===== config.mk =====
export PLATFORM = sky130hd
export DESIGN_NAME = otter_hazard_ctrl
export DESIGN_NICKNAME = d
export VERILOG_FILES = /design/src/rtl/otter_hazard_pkg.sv /design/src/rtl/hazard_sat_counter.sv /design/src/rtl/otter_hazard_ctrl.sv
export SDC_FILE = /design/constraint.sdc
export NUM_CORES = 1
export LEC_CHECK = 0
export ABC_AREA = 0
export CELL_PAD_IN_SITES_DETAIL_PLACEMENT = 1
export CELL_PAD_IN_SITES_GLOBAL_PLACEMENT = 1
export CORE_MARGIN = 2
export CORE_UTILIZATION = 50
export CTS_CLUSTER_SIZE = 12
export DETAILED_ROUTE_END_ITERATION = 8
export DONT_BUFFER_PORTS = 1
export PLACE_DENSITY_LB_ADDON = 0.1
export SLEW_MARGIN = 20
export SYNTH_ARGS = -nofsm -noshare
export SYNTH_HDL_FRONTEND = slang
export SYNTH_SLANG_ARGS = --single-unit

===== constraint.sdc =====
create_clock -name CLK -period 5 [get_ports CLK]
set_clock_uncertainty 0.15 [all_clocks]
set_input_delay 0.25 -clock CLK [delete_from_list [all_inputs] [get_ports CLK]]
set_output_delay 0.25 -clock CLK [all_outputs]
set_load 0.03 [all_outputs]

===== src/rtl/otter_hazard_pkg.sv =====
// Shared types and helpers for the OTTER pipeline hazard controller.
package otter_hazard_pkg;

    typedef enum logic [1:0] {
        FILL     = 2'd0,
        RUN      = 2'd1,
        MEM_WAIT = 2'd2,
        ERR      = 2'd3
    } state_t;

    localparam logic [1:0] FWD_NONE = 2'b00;
    localparam logic [1:0] FWD_WB   = 2'b01;
    localparam logic [1:0] FWD_MEM  = 2'b10;

    // Forward select for one E-stage source operand. The M-stage result is
    // younger than the W-stage result, so it wins when both match.
    function automatic logic [1:0] fwd_select(
        input logic [4:0] rs,
        input logic [4:0] rd_m,
        input logic       wr_m,
        input logic [4:0] rd_w,
        input logic       wr_w
    );
        logic [1:0] sel;
        sel = FWD_NONE;
        if (wr_m && (rd_m != 5'd0) && (rd_m == rs)) begin
            sel = FWD_MEM;
        end else if (wr_w && (rd_w != 5'd0) && (rd_w == rs)) begin
            sel = FWD_WB;
        end else begin
            sel = FWD_NONE;
        end
        return sel;
    endfunction

endpackage


===== src/rtl/hazard_sat_counter.sv =====
// Saturating event counter with synchronous clear; holds at all-ones.
module hazard_sat_counter #(
    parameter int W = 32
) (
    input  logic         CLK,
    input  logic         i_clr,
    input  logic         i_inc,
    output logic [W-1:0] o_count
);

    logic [W-1:0] r_count;

    // Count events, clear has priority, never wrap past the maximum.
    always_ff @(posedge CLK) begin
        if (i_clr) begin
            r_count <= {W{1'b0}};
        end else if (i_inc && (r_count != {W{1'b1}})) begin
            r_count <= r_count + W'(1);
        end else begin
            r_count <= r_count;
        end
    end

    assign o_count = r_count;

endmodule


===== src/rtl/otter_hazard_ctrl.sv =====
// Hazard/sequencing controller for the 5-stage OTTER pipeline: stall/flush
// generation, E-stage forwarding, data-memory wait handling with timeout,
// post-reset fill bubbles and saturating stall/redirect counters.
module otter_hazard_ctrl
    import otter_hazard_pkg::*;
#(
    parameter int FILL_CYCLES = 2,
    parameter int TIMEOUT     = 64,
    parameter int CNT_W       = 32
) (
    input  logic             CLK,
    input  logic             RST,
    input  logic [4:0]       rs1_addr_D,
    input  logic [4:0]       rs2_addr_D,
    input  logic [4:0]       rs1_addr_E,
    input  logic [4:0]       rs2_addr_E,
    input  logic [4:0]       rd_E,
    input  logic [4:0]       rd_M,
    input  logic [4:0]       rd_W,
    input  logic             regWrite_M,
    input  logic             regWrite_W,
    input  logic             memRead2_E,
    input  logic             pc_src_E,
    input  logic             dmem_req_M,
    input  logic             dmem_ready_M,
    output logic             stall_F,
    output logic             stall_D,
    output logic             stall_E,
    output logic             stall_M,
    output logic             flush_D,
    output logic             flush_E,
    output logic [1:0]       fwdA_E,
    output logic [1:0]       fwdB_E,
    output logic             mem_timeout,
    output logic [CNT_W-1:0] stall_cnt,
    output logic [CNT_W-1:0] flush_cnt
);

    localparam int FILL_W = (FILL_CYCLES > 1) ? $clog2(FILL_CYCLES) : 1;
    localparam int WAIT_W = $clog2(TIMEOUT + 2);
    localparam logic [FILL_W-1:0] FILL_INIT = FILL_W'(FILL_CYCLES - 1);
    localparam logic [WAIT_W-1:0] TIMEOUT_W = WAIT_W'(TIMEOUT);

    state_t              r_state;
    state_t              w_state_nxt;
    logic [FILL_W-1:0]   r_fill_cnt;
    logic [FILL_W-1:0]   w_fill_nxt;
    logic [WAIT_W-1:0]   r_wait_cnt;
    logic [WAIT_W-1:0]   w_wait_nxt;
    logic [WAIT_W-1:0]   w_wait_inc;
    logic                w_load_use;
    logic                w_stall_f;
    logic                w_stall_d;
    logic                w_stall_e;
    logic                w_stall_m;
    logic                w_flush_d;
    logic                w_flush_e;
    logic                w_timeout;
    logic                w_redirect;
    logic                w_any_stall;
    logic [1:0]          w_fwd_a;
    logic [1:0]          w_fwd_b;

    assign w_wait_inc = r_wait_cnt + WAIT_W'(1);
    assign w_load_use = memRead2_E && (rd_E != 5'd0) &&
                        ((rd_E == rs1_addr_D) || (rd_E == rs2_addr_D));

    // State, fill-count and wait-count registers.
    always_ff @(posedge CLK) begin
        if (RST) begin
            r_state    <= FILL;
            r_fill_cnt <= FILL_INIT;
            r_wait_cnt <= {WAIT_W{1'b0}};
        end else begin
            r_state    <= w_state_nxt;
            r_fill_cnt <= w_fill_nxt;
            r_wait_cnt <= w_wait_nxt;
        end
    end

    // Next-state and Mealy stall/flush decode; priority: mem wait, redirect, load-use.
    always_comb begin
        w_state_nxt = r_state;
        w_fill_nxt  = r_fill_cnt;
        w_wait_nxt  = r_wait_cnt;
        w_stall_f   = 1'b0;
        w_stall_d   = 1'b0;
        w_stall_e   = 1'b0;
        w_stall_m   = 1'b0;
        w_flush_d   = 1'b0;
        w_flush_e   = 1'b0;
        w_timeout   = 1'b0;
        w_redirect  = 1'b0;
        if (RST) begin
            w_flush_d   = 1'b1;
            w_flush_e   = 1'b1;
            w_state_nxt = FILL;
            w_fill_nxt  = FILL_INIT;
            w_wait_nxt  = {WAIT_W{1'b0}};
        end else begin
            case (r_state)
                FILL: begin
                    w_flush_d = 1'b1;
                    w_flush_e = 1'b1;
                    if (r_fill_cnt == {FILL_W{1'b0}}) begin
                        w_state_nxt = RUN;
                    end else begin
                        w_fill_nxt = r_fill_cnt - FILL_W'(1);
                    end
                end
                RUN, MEM_WAIT: begin
                    if ((r_state == RUN) && dmem_req_M && !dmem_ready_M) begin
                        // First frozen cycle; a held redirect waits for release.
                        w_stall_f  = 1'b1;
                        w_stall_d  = 1'b1;
                        w_stall_e  = 1'b1;
                        w_stall_m  = 1'b1;
                        w_wait_nxt = WAIT_W'(1);
                        if (TIMEOUT == 1) begin
                            w_state_nxt = ERR;
                        end else begin
                            w_state_nxt = MEM_WAIT;
                        end
                    end else if ((r_state == MEM_WAIT) && !dmem_ready_M) begin
                        w_stall_f  = 1'b1;
                        w_stall_d  = 1'b1;
                        w_stall_e  = 1'b1;
                        w_stall_m  = 1'b1;
                        w_wait_nxt = w_wait_inc;
                        if ((TIMEOUT != 0) && (w_wait_inc == TIMEOUT_W)) begin
                            w_state_nxt = ERR;
                        end else begin
                            w_state_nxt = MEM_WAIT;
                        end
                    end else begin
                        // Normal issue, also the release cycle of a memory wait.
                        w_state_nxt = RUN;
                        if (pc_src_E) begin
                            // The D instruction is wrong-path, so no load-use stall.
                            w_flush_d  = 1'b1;
                            w_flush_e  = 1'b1;
                            w_redirect = 1'b1;
                        end else if (w_load_use) begin
                            w_stall_f = 1'b1;
                            w_stall_d = 1'b1;
                            w_flush_e = 1'b1;
                        end else begin
                            w_flush_d = 1'b0;
                        end
                    end
                end
                ERR: begin
                    w_stall_f = 1'b1;
                    w_stall_d = 1'b1;
                    w_stall_e = 1'b1;
                    w_stall_m = 1'b1;
                    w_timeout = 1'b1;
                end
                default: begin
                    w_state_nxt = FILL;
                    w_fill_nxt  = FILL_INIT;
                    w_wait_nxt  = {WAIT_W{1'b0}};
                    w_flush_d   = 1'b1;
                    w_flush_e   = 1'b1;
                end
            endcase
        end
    end

    // Operand forwarding select, held at no-forward during reset.
    always_comb begin
        w_fwd_a = FWD_NONE;
        w_fwd_b = FWD_NONE;
        if (RST) begin
            w_fwd_a = FWD_NONE;
            w_fwd_b = FWD_NONE;
        end else begin
            w_fwd_a = fwd_select(rs1_addr_E, rd_M, regWrite_M, rd_W, regWrite_W);
            w_fwd_b = fwd_select(rs2_addr_E, rd_M, regWrite_M, rd_W, regWrite_W);
        end
    end

    assign w_any_stall = w_stall_f | w_stall_d | w_stall_e | w_stall_m;

    hazard_sat_counter #(.W(CNT_W)) u_stall_cnt (
        .CLK     (CLK),
        .i_clr   (RST),
        .i_inc   (w_any_stall),
        .o_count (stall_cnt)
    );

    hazard_sat_counter #(.W(CNT_W)) u_flush_cnt (
        .CLK     (CLK),
        .i_clr   (RST),
        .i_inc   (w_redirect),
        .o_count (flush_cnt)
    );

    assign stall_F     = w_stall_f;
    assign stall_D     = w_stall_d;
    assign stall_E     = w_stall_e;
    assign stall_M     = w_stall_m;
    assign flush_D     = w_flush_d;
    assign flush_E     = w_flush_e;
    assign fwdA_E      = w_fwd_a;
    assign fwdB_E      = w_fwd_b;
    assign mem_timeout = w_timeout;

endmodule


# Yosys cells after proc, flatten, opt, wreduce, memory -nomap -nowiden
# Cells that the tools add are included.
[totals]
ff_bits = 74
word_cells = 86
[op_classes]
addsub = 4
eq_ne = 13
muxes = 38
bitwise = 2
n_reduce_logical = 24
[op_table]
columns = ["op", "count"]
rows = [
  ["adder 32 x 1 -> 32 bit, second input constant", 2],
  ["!= test 32 bit, second input constant", 2],
  ["== test 5 bit", 6],
  ["2-to-1 mux 1 bit", 24],
  ["nonzero test 5 bit", 3],
  ["2-to-1 mux 2 bit", 7],
  ["2-to-1 mux 7 bit", 2],
  ["logical AND 1 bit", 13],
  ["case mux 1 bit (2 select lines)", 4],
  ["adder 7 x 1 -> 7 bit, second input constant", 1],
  ["== test 7 bit, second input constant", 1],
  ["== test 2 bit, second input constant", 2],
  ["case mux 2 bit (2 select lines)", 1],
  ["AND reduction 2 bit", 2],
  ["nonzero test 2 bit", 2],
  ["== test 2 x 1 -> 1 bit, second input constant", 1],
  ["zero test 2 bit", 1],
  ["!= test 2 bit, second input constant", 1],
  ["bitwise OR 1 bit", 2],
  ["OR reduction 2 bit", 1],
  ["zero test 1 bit", 1],
  ["logical OR 1 bit", 1],
  ["subtractor 1 bit, second input constant", 1],
]

# Depth between registers and ports, before layout
# Gate-level depths: netlist (run 1).
[logic_depth]
depth_word = 12
mapped_depth = 10
mapped_depth_nobuf = 9

# Modules after synthesis
# A second synthesis (run 1) with hierarchy kept.
[hier_totals]
cells_unflattened = 542
hier_area_um2 = 4449.3
[by_module_without_submodules]
columns = ["module", "n_inst", "cells_per_inst", "area_each_um2", "seq_area_each_um2"]
rows = [
  ["hazard_sat_counter", 2, 199, 1674.1, 640.6],
  ["otter_hazard_ctrl", 1, 144, 1101.1, 200.2],
]

# Least setup slack after synthesis (run 1)
# OpenSTA, ideal clock, no wires.
[synth_timing]
path_type = "register -> register"
from = "register r_state[0]"
to = "register u_stall_cnt.r_count[26] (netlist: u_stall_cnt.o_count[26])"
setup_ns = 0.121
arrival_ns = 2.305
slack_ns = 2.423
stages_incl_launch_ff = 9
synth_period_minus_slack_ns = 2.577
cell_sequence = "dfxtp_1 inv_1 ha_1 nor3b_2 o21a_1 a31o_2 and2_4 and3_1 mux2_4"
[synth_via]
elab_chain_cells = 9
[synth_lines]
columns = ["item", "line_no", "rtl"]
rows = [
  ["start: declaration", "otter_hazard_ctrl.sv:44", "state_t r_state;"],
  ["start signal: assignment", "otter_hazard_ctrl.sv:75", "r_state <= w_state_nxt;"],
  ["== test 2 bit or == test 2 x 1 -> 1 bit (tied branches)", "otter_hazard_ctrl.sv:101, otter_hazard_ctrl.sv:124, otter_hazard_ctrl.sv:112", ""],
  ["logical AND 1 bit (on tied branches)", "otter_hazard_ctrl.sv:124, otter_hazard_ctrl.sv:112", ""],
  ["2-to-1 mux 1 bit or logical AND 1 bit (tied branches)", "otter_hazard_ctrl.sv:124, otter_hazard_ctrl.sv:112", ""],
  ["2-to-1 mux 1 bit", "otter_hazard_ctrl.sv:112", "if ((r_state == RUN) && dmem_req_M && !dmem_ready_M) begin"],
  ["case mux 1 bit (2 select lines) (*)", "otter_hazard_ctrl.sv:101", "case (r_state)"],
  ["2-to-1 mux 1 bit (*)", "otter_hazard_ctrl.sv:94", "if (RST) begin"],
  ["via stall_E", "otter_hazard_ctrl.sv:28", "output logic stall_E,"],
  ["bitwise OR 1 bit", "otter_hazard_ctrl.sv:183", "assign w_any_stall = w_stall_f | w_stall_d | w_stall_e | w_stall_m;"],
  ["bitwise OR 1 bit (*)", "otter_hazard_ctrl.sv:183", ""],
  ["logical AND 1 bit (*)", "hazard_sat_counter.sv:17", "end else if (i_inc && (r_count != {W{1'b1}})) begin"],
  ["end signal: assignment", "hazard_sat_counter.sv:16", "r_count <= {W{1'b0}};"],
  ["end signal: assignment", "hazard_sat_counter.sv:18", "r_count <= r_count + W'(1);"],
  ["end signal: assignment", "hazard_sat_counter.sv:20", "r_count <= r_count;"],
  ["end: declaration", "hazard_sat_counter.sv:11", "logic [W-1:0] r_count;"],
]
# Mark *: on every way through the listed nets, which the timed path passes. The rest lies on a longest branch.
# A chain may end at the register's enable or synchronous reset.

# Worst setup path after layout (run 1)
[layout_timing]
from = "register r_state[0]"
to = "output stall_F"
[layout_via]
elab_chain_cells = 6
[layout_lines]
columns = ["item", "line_no", "rtl"]
rows = [
  ["== test 2 bit or == test 2 x 1 -> 1 bit (tied branches)", "-", ""],
  ["logical AND 1 bit (on tied branches)", "otter_hazard_ctrl.sv:124, otter_hazard_ctrl.sv:112", ""],
  ["2-to-1 mux 1 bit or logical AND 1 bit (tied branches)", "-", ""],
  ["2-to-1 mux 1 bit", "-", ""],
  ["case mux 1 bit (2 select lines) (*)", "-", ""],
  ["2-to-1 mux 1 bit (*)", "-", ""],
  ["end: declaration", "otter_hazard_ctrl.sv:26", "output logic stall_F,"],
]
# Every way passes the cells marked *; elsewhere a longest branch is shown, timed or not.

==> results of run 1 <==
## registers in the layout, indices dropped and copies added, names as in the netlist
signal and count:
u_flush_cnt.o_count 32, u_stall_cnt.o_count 32, r_wait_cnt 7, r_state 2
r_fill_cnt 1
## path summary, 6_finish.rpt
path	end	from	cells after the start	slack, ns
hold / removal	u_stall_cnt.o_count[27]	RST	2	0.008
setup / recovery	stall_F	r_state[0]	6	1.43
setup reg to reg	u_stall_cnt.o_count[7]	r_state[0]	9	1.48
hold reg to reg	r_fill_cnt	r_fill_cnt	1	0.30
## metal layers
layer  GRT usage [%]  part of all wire (%)  vias to the layer above
met3            6.94                   5.7                       18
met5               0                     0                        -
met1            29.2                    42                     1719
met2            40.3                    50                       84
met4            8.57                   2.2                        0
li1                -                     -                     1762
## cell type report
| class | instances | area (um^2) | area share (%) |
|---|---|---|---|
| Clock inverter | 6 | 90.1 | 2.02 |
| Clock buffer | 10 | 128 | 2.86 |
| Timing Repair Buffer | 6 | 67.6 | 1.52 |
| Inverter | 12 | 45.0 | 1.01 |
| Tap cell | 105 | 131 | 2.95 |
| Multi-Input combinational cell | 402 | 2520 | 56.4 |
| Sequential cell | 74 | 1480 | 33.2 |
## where the power goes
group | internal (W) | total, W | leakage [nW] | switching [W]
Clock | 0.000283 | 0.000519 | 0.107 | 0.000236
Combinational | 0.0000328 | 0.0000747 | 0.806 | 0.0000420
Sequential | 0.000592 | 0.000598 | 0.596 | 0.00000576
## cell families after synthesis
family                     count (synthesis)  share of synthesized area (%)
muxes                                      6                           1.73
adders and majority gates                  7                           2.12
and+or+nand+nor                          257                           32.5
buffers and inverters                     29                           3.27
AOI/OAI and AO/OA                         53                           7.78
xor gates and xnor gates                  79                           16.7
DFF                                       74                           35.8
## cells in the mapped netlist (all sizes together) (2+ instances only)
library cell,instances,area share (%)
or4,4,0.73
ha,7,2.1
nand3,41,5.1
and4,9,1.9
a31o,3,0.64
a21oi,19,2.3
dfxtp,74,36
mux2i,3,0.73
nor3,19,2.5
nand2,35,3.2
xnor2,39,8.3
and2,3,0.51
nor3b,5,1.0
or3,10,1.5
clkbuf,8,0.73
o21ai,17,2.1
nand2b,2,0.30
nor2,78,7.1
nor4,8,1.6
mux2,3,1.0
nand4,17,2.9
buf,9,1.5
a31oi,2,0.45
xor2,40,8.5
nor2b,9,1.4
and3,15,2.3
a211oi,2,0.36
inv,11,1.0
## stage by stage
step / utilization [%] / instances
floorplan: - / 505
global placement: 51.9 / 597
detailed placement: 51.9 / 597
CTS: 55.1 / 615
global route: 55.1 / 615
finish: 55.1 / 615
## worst register-to-register path: stages, from the launching register on
cell and delay (ns):
dfxtp_1 0.37, inv_1 0.09, ha_1 0.36, nor3b_2 0.52
o21a_1 0.58, a31o_2 0.59, buf_4 0.33, nand3_1 0.13
nor2_1 0.17, mux2i_1 0.19
==> results.toml, run 1 <==
[finish]
area_growth_pct = 7.90
fillCellCount = 1005
antennaDiodeCount = 0
final_common_cell = "nor2_1"
stdcell_area_mm2 = 0.00446
nets = 555
final_layout_size_suffix_gt1_share_pct = 6.67
final_cell_mix = "nor2_1 (78), dfxtp_1 (74), nand3_1 (40), xor2_1 (40), xnor2_1 (39)"

[die]
initial_core_util_pct = 51.1
chipHeight_um = 94.9
fp.dieArea_mm2 = 0.00901
core-area_mm2 = 0.00809
die_x_um = 94.9
num_rows = 33
ios = 118

[clock_tree]
cts_buffer_depth = 2
postCtsSetupRepairBufs = 0
cts_hold_buf = 2
cts_tree = "yes"
path_clk_slew_ns = 0.07
insertion_delay_ns = 0.35
root_buffer = "clkbuf_8"
clock_sinks = 74
ctsResizeCount = 0
cts_max_level = 3
numCtsBuffers = 9

[timing]
setup_tns_ns = 0
timing.fmax_mhz = 280
fin_hold_ws_ns = 0.00819
setup_slack_ns = 1.43
rsz0062_at_grt = "false"
setup_viol = 0
worst_pin_slew_ns = 0.897
period_share_pct = 71.4
period_needed_ns = 3.57
final-hold-violation-count = 0
slew_headroom_pct = 39.7
finalMaxSlewViolations = 0

[global_routing]
grt_use_total_pct = 24.0
grt_pass1_vias = 3615
grt_start_max_net_pins = 74
grt_pass1_wl_mm = 17.3
overflow = 0
antenna_found_initial = 0

[outcome]
status = "completed"

[place]
gp_congestion = 0.801
hpwl_mm = 7.61
place_ws_ns = 1.51
io_buffers = 0
placed_cell_area_mm2 = 0.00420

[synthesis]
synth.cell_area_mm2 = 0.00413
synth_nets = 555
syn_inst = 505
postSynth.asyncResetShare_pct = 0
synth_top_flop_cell = "dfxtp_1"
synth-seq-cells = 74
syn-mean-instance-area_um2 = 8.18
synth_seq_area_share_pct = 35.8
yosysWarnings = 0
synth_cell_type_count = 55
synth_edf_count = 0

[hold_path]
hold_class = "in -> reg"

[routing]
drc = 0
wirelength_mm = 10.6
num_vias = 3583
firstDrtPassIters = 4
viasPerCell = 5.83
drt-wirelength-per-cell_um = 17.3
drtIter0Drc = 77
detail-route-antenna-nets = 0

[critical_path]
worstPathRequired_ns = 4.60
path_cells = "inv_1 -> ha_1 -> nor3b_2 -> o21a_1 -> a31o_2 -> buf_4"
critical_path.max_stage_delay_ns = 0.59
cp_num_buf_inv = 2
critPathSlowestCell = "a31o_2"
critical_path_arrival_ns = 3.17
criticalPathCategory = "reg -> out"
critPathLaunchType = "flop"
endpoint_kind = "output pin"
path_delay_family = "compound AO/OA/AOI/OAI gates"
path_max_fanout = 18

[job]
maxCapViolations = 0

[pwr]
power.total_w = 0.00119
peakVddDrop_mv = 0.128
p_leak_nw = 1.51
cellPowerDensity_mw_per_mm2 = 267
(Power assumes the default switching activity.)
==> inputs of run 2 (changes only) <==
Settings changed: CORE_UTILIZATION 50 to 42.
Clock period 5 ns to 2.9 ns, I/O delays scaled along.
==> run 2 against run 1 <==
Compared with the run above:
- cell count grew 14%
- global-route usage shrank 2.1 points
- via count grew 6.4%
- sequential share of layout area shrank 3.5 points
- critical path depth grew 2
- worst setup slack lost 1.2 ns
- clock power grew 95%
- die area grew 18%
- first-iteration DRC count grew 36%
==> results.toml, run 2 (synthesis gave the netlist of run 1 again) <==
[outcome]
status = "completed"

[global_routing]
grt_start_max_net_pins = 80
grt_pass1_vias = 3933
grt_use_total_pct = 21.9
overflow = 0
grt_pass1_wl_mm = 18.7
antenna_found_initial = 0

[die]
initial_core_util_pct = 42.9
die_x_um = 103
chipHeight_um = 103
ios = 118
num_rows = 36
core-area_mm2 = 0.00964
fp.dieArea_mm2 = 0.0106

[finish]
final_cell_mix = "nor2_1 (78), dfxtp_1 (74), buf_4 (63)"
stdcell_area_mm2 = 0.00498
fillCellCount = 1227
antennaDiodeCount = 0
final_common_cell = "nor2_1"
nets = 615
final_layout_size_suffix_gt1_share_pct = 16.5
final_core_util_pct = 51.7
area_growth_pct = 20.5
fin_cells = 703

[critical_path]
endpoint_kind = "flop"
worstPathRequired_ns = 3.04
critical_path_arrival_ns = 2.77
criticalPathCategory = "reg -> reg"
critPathLaunchType = "flop"
path_max_fanout = 7

[timing]
rsz0062_at_grt = "false"
worst_pin_slew_ns = 0.445
period_needed_ns = 2.63
finalMaxSlewViolations = 0
timing.fmax_mhz = 381
setup_viol = 0
final-hold-violation-count = 0
period_share_pct = 90.6
setup_slack_ns = 0.272
slew_headroom_pct = 70.1
setup_tns_ns = 0

[routing]
met2_length_mm = 6.03
m1WireLength_mm = 4.84
wl_met3_um = 599
detail-route-antenna-nets = 0
viasPerCell = 5.42
highest_layer = "met4"
drc = 0
drtIter0Drc = 105
drt-wirelength-per-cell_um = 16.4
wirelength_mm = 11.6
num_vias = 3813
firstDrtPassIters = 4

[pwr]
cellPowerDensity_mw_per_mm2 = 438
peakVddDrop_mv = 0.304
p_leak_nw = 1.85

[place]
hpwl_mm = 8.64
placed_cell_area_mm2 = 0.00468
io_buffers = 0
gp_congestion = 0.816
place_ws_ns = 0.276
post-place-cells = 684

[clock_tree]
clock_sinks = 74
cts_buffer_depth = 2
cts_tree = "yes"
path_clk_slew_ns = 0.09
numCtsBuffers = 9
cts_max_level = 3
root_buffer = "clkbuf_8"
insertion_delay_ns = 0.35
postCtsSetupRepairBufs = 0

[hold_path]
hold_class = "in -> reg"

[job]
maxCapViolations = 0
run 2: cell count changes in the layout (fill, tap and decap cells not counted), sizes merged:
cell,delta
bufinv,+1
clkinvlp,+1
buf,+59
inv,-1
dlygate4sd3,+1
clkinv,-1
run 2: final timing paths:
check | startpoint | to | slack [ns] | depth (start not counted)
worst max-delay path | r_state[0] | u_flush_cnt.o_count[23] | 0.27 | 8
worst min-delay path | dmem_ready_M | r_wait_cnt[6] | 0.002 | 4
worst max register to register | r_state[0] | u_flush_cnt.o_count[23] | 0.27 | 8
worst min register to register | r_fill_cnt | r_fill_cnt | 0.32 | 1
run 2: area by class of cell:
type / count / area [um^2] / area share, %
clock buffer: 10 / 138 / 2.76
clock inverter: 6 / 114 / 2.29
inverter: 12 / 45.0 / 0.904
multi-input combinational: 402 / 2520 / 50.5
sequential: 74 / 1480 / 29.7
tap: 133 / 166 / 3.34
timing repair buffer: 66 / 520 / 10.4
run 2: where the power goes:
part | switching (W) | internal (W)
clock network | 0.000413 | 0.000597
logic | 0.0000827 | 0.0000639
registers | 0.00000399 | 0.00102
run 2: worst max-delay path, stage by stage, from the launching register on:
cell and delay, ns:
dfxtp_1 0.38, inv_1 0.09, ha_1 0.22, a21oi_1 0.28
o211ai_1 0.23, a2111oi_0 0.39, nand3_1 0.31, or3_1 0.39
a21oi_1 0.14
run 2: timing repair:
| item | in CTS | in global routing |
|---|---|---|
| hold buffers | 3 | 0 |
| gates resized for setup | 0 | 0 |
| hold endpoints to repair | 74 | 0 |
run 2: through the flow:
step | power (W) | hold slack [ns]
CTS | 0.00221 | 0.00443
floorplan | 0.00116 | 0.236
global placement | 0.00117 | 0.0726
global route | 0.00228 | 0.0310
finish | 0.00218 | 0.00227
detailed placement | 0.00117 | 0.0759
run 2: layer usage:
metal | up-vias | track usage [%]
li1 | 1870 | -
met1 | 1860 | 25.5
met5 | - | 0
met3 | 9 | 5.78
met4 | 0 | 4.35
met2 | 74 | 40.7
==> inputs of run 3 (changes only) <==
Settings changed: CORE_UTILIZATION 42 to 40.
==> run 3 against run 2 <==
Compared with the run above:
- the run now ends with negative hold slack left
- sequential share of layout area grew 0.40 points
- core utilization shrank 3.4 points
- total power shrank 7.7%
- die area grew 4.8%
- first-iteration DRC count grew 2.9%
- non-clock buffer count shrank 3
- highest routed layer unchanged
==> results.toml, run 3 (synthesis gave the netlist of run 1 again) <==
[clock_tree]
root_buffer = "clkbuf_8"
cts_tree = "yes"
cts_buffer_depth = 2
numCtsBuffers = 9
path_clk_slew_ns = 0.08
insertion_delay_ns = 0.35
postCtsSetupRepairBufs = 0
clock_sinks = 74
ctsResizeCount = 0
cts_max_level = 3

[critical_path]
r2r_cells = 10
reg2reg_setup_slack_ns = 0.30
worstPathRequired_ns = 2.61
path_delay_family = "compound AO/OA/AOI/OAI gates"
critical_path_arrival_ns = 2.32
critPathSlowestCell = "dfxtp_1"
reg2reg_from = "r_state[1]"
criticalPathCategory = "reg -> out"
path_max_fanout = 3
path_cells = "inv_1 -> ha_1 -> a21oi_1 -> o211ai_1 -> buf_4 -> a21oi_1 -> buf_4 -> a31o_2"
cp_num_buf_inv = 3
r2r_end = "u_flush_cnt.o_count[8]"
critical_path.max_stage_delay_ns = 0.38
endpoint_kind = "output pin"
critPathLaunchType = "flop"

[finish]
area_growth_pct = 18.9
nets = 612
final_layout_size_suffix_gt1_share_pct = 16.0
antennaDiodeCount = 0
fillCellCount = 1268
final_cell_mix = "nor2_1 (78), dfxtp_1 (74), buf_4 (60)"
final_common_cell = "nor2_1"

[routing]
viasPerCell = 5.37
drc = 0
num_vias = 3778
detail-route-antenna-nets = 0
firstDrtPassIters = 4
wirelength_mm = 11.7
drtIter0Drc = 108
drt-wirelength-per-cell_um = 16.6

[timing]
fin_hold_ws_ns = -0.00122
finalMaxSlewViolations = 0
setup_viol = 0
final-hold-violation-count = 1
slew_headroom_pct = 66.0
period_share_pct = 90.2
period_needed_ns = 2.62
worst_pin_slew_ns = 0.509
setup_tns_ns = 0
timing.fmax_mhz = 382
rsz0062_at_grt = "false"

[global_routing]
antenna_found_initial = 0
overflow = 0
grt_pass1_wl_mm = 19.8
grt_pass1_vias = 4019
grt_start_max_net_pins = 80
grt_use_total_pct = 21.6

[hold_path]
hold_start = "RST"
hold_depth = 2
hold_class = "in -> reg"
whs_endpoint = "r_state[1]"

[pwr]
p_leak_nw = 1.81
peakVddDrop_mv = 0.199
cellPowerDensity_mw_per_mm2 = 410

[place]
gp_congestion = 0.809
hpwl_mm = 8.65
io_buffers = 0

[outcome]
status = "finished with violations"
failed_checks = "negative hold slack"

[die]
die_x_um = 106
initial_core_util_pct = 40.6
chipHeight_um = 106
core-area_mm2 = 0.0102
ios = 118
fp.dieArea_mm2 = 0.0112
num_rows = 37

[job]
maxCapViolations = 0
## run 3: power breakdown
group	internal, W	total (W)	switching (W)
sequential	0.00102	0.00102	0.00000418
clock	0.000440	0.000839	0.000398
combinational	0.0000649	0.000150	0.0000855
## run 3: metrics by stage
stage	util (%)	power [W]	worst slack [ns]	instance area (um^2)	std cells
after floorplan	-	0.00116	0.323	4130	505
after global placement	45.8	0.00117	0.462	4660	684
after detailed placement	45.8	0.00118	0.333	4660	684
after CTS	48.3	0.00205	0.259	4910	703
after global routing	48.3	0.00210	0.160	4910	703
final	48.3	0.00201	0.285	4910	703
## run 3: layout make-up
cell class	instances	area (um^2)	area share, %
multi-input cells	402	2520	51.2
flip-flops and latches	74	1480	30.1
repair buffers	63	498	10.1
well taps	136	170	3.46
clock buffers	11	151	3.08
clock inverters	5	52.6	1.07
inverters	12	45.0	0.916
## run 3: routing by layer
layer  up-vias  track usage [%]  routed length [um]
met3        16             6.00                 598
li1       1868                -                   -
met2        62             39.2                6060
met1      1832             24.6                4870
met5         -                0                   0
met4         0             6.39                 169
## run 3: how the worst max path moves through the flow
stage               start                 endpoint  slack [ns]  depth (start not counted)
3_3_place_gp   r_state[0]  u_flush_cnt.o_count[23]        0.46                          8
3_5_place_dp   r_state[1]   u_flush_cnt.o_count[8]        0.33                         10
6_report       r_state[1]                  flush_E        0.28                          8
4_1_cts        r_state[1]                  flush_E        0.26                          8
5_1_grt        r_state[0]  u_flush_cnt.o_count[27]        0.16                          9
2_1_floorplan  r_state[0]  u_stall_cnt.o_count[26]        0.32                          8
## run 3: worst reg2reg max path, cell delays in order, from the launching register on
cell and delay (ns):
dfxtp_1 0.38, inv_1 0.09, ha_1 0.22, a21oi_1 0.27, o211ai_1 0.21, buf_4 0.21, a31oi_2 0.15, buf_4 0.17
nand2_1 0.17, or3_1 0.37, a21oi_1 0.16
## run 3: timing repair
item / CTS / global route
hold endpoints to repair: 74 / 0
setup endpoints to repair: 0 / 0
hold buffers: 3 / 0
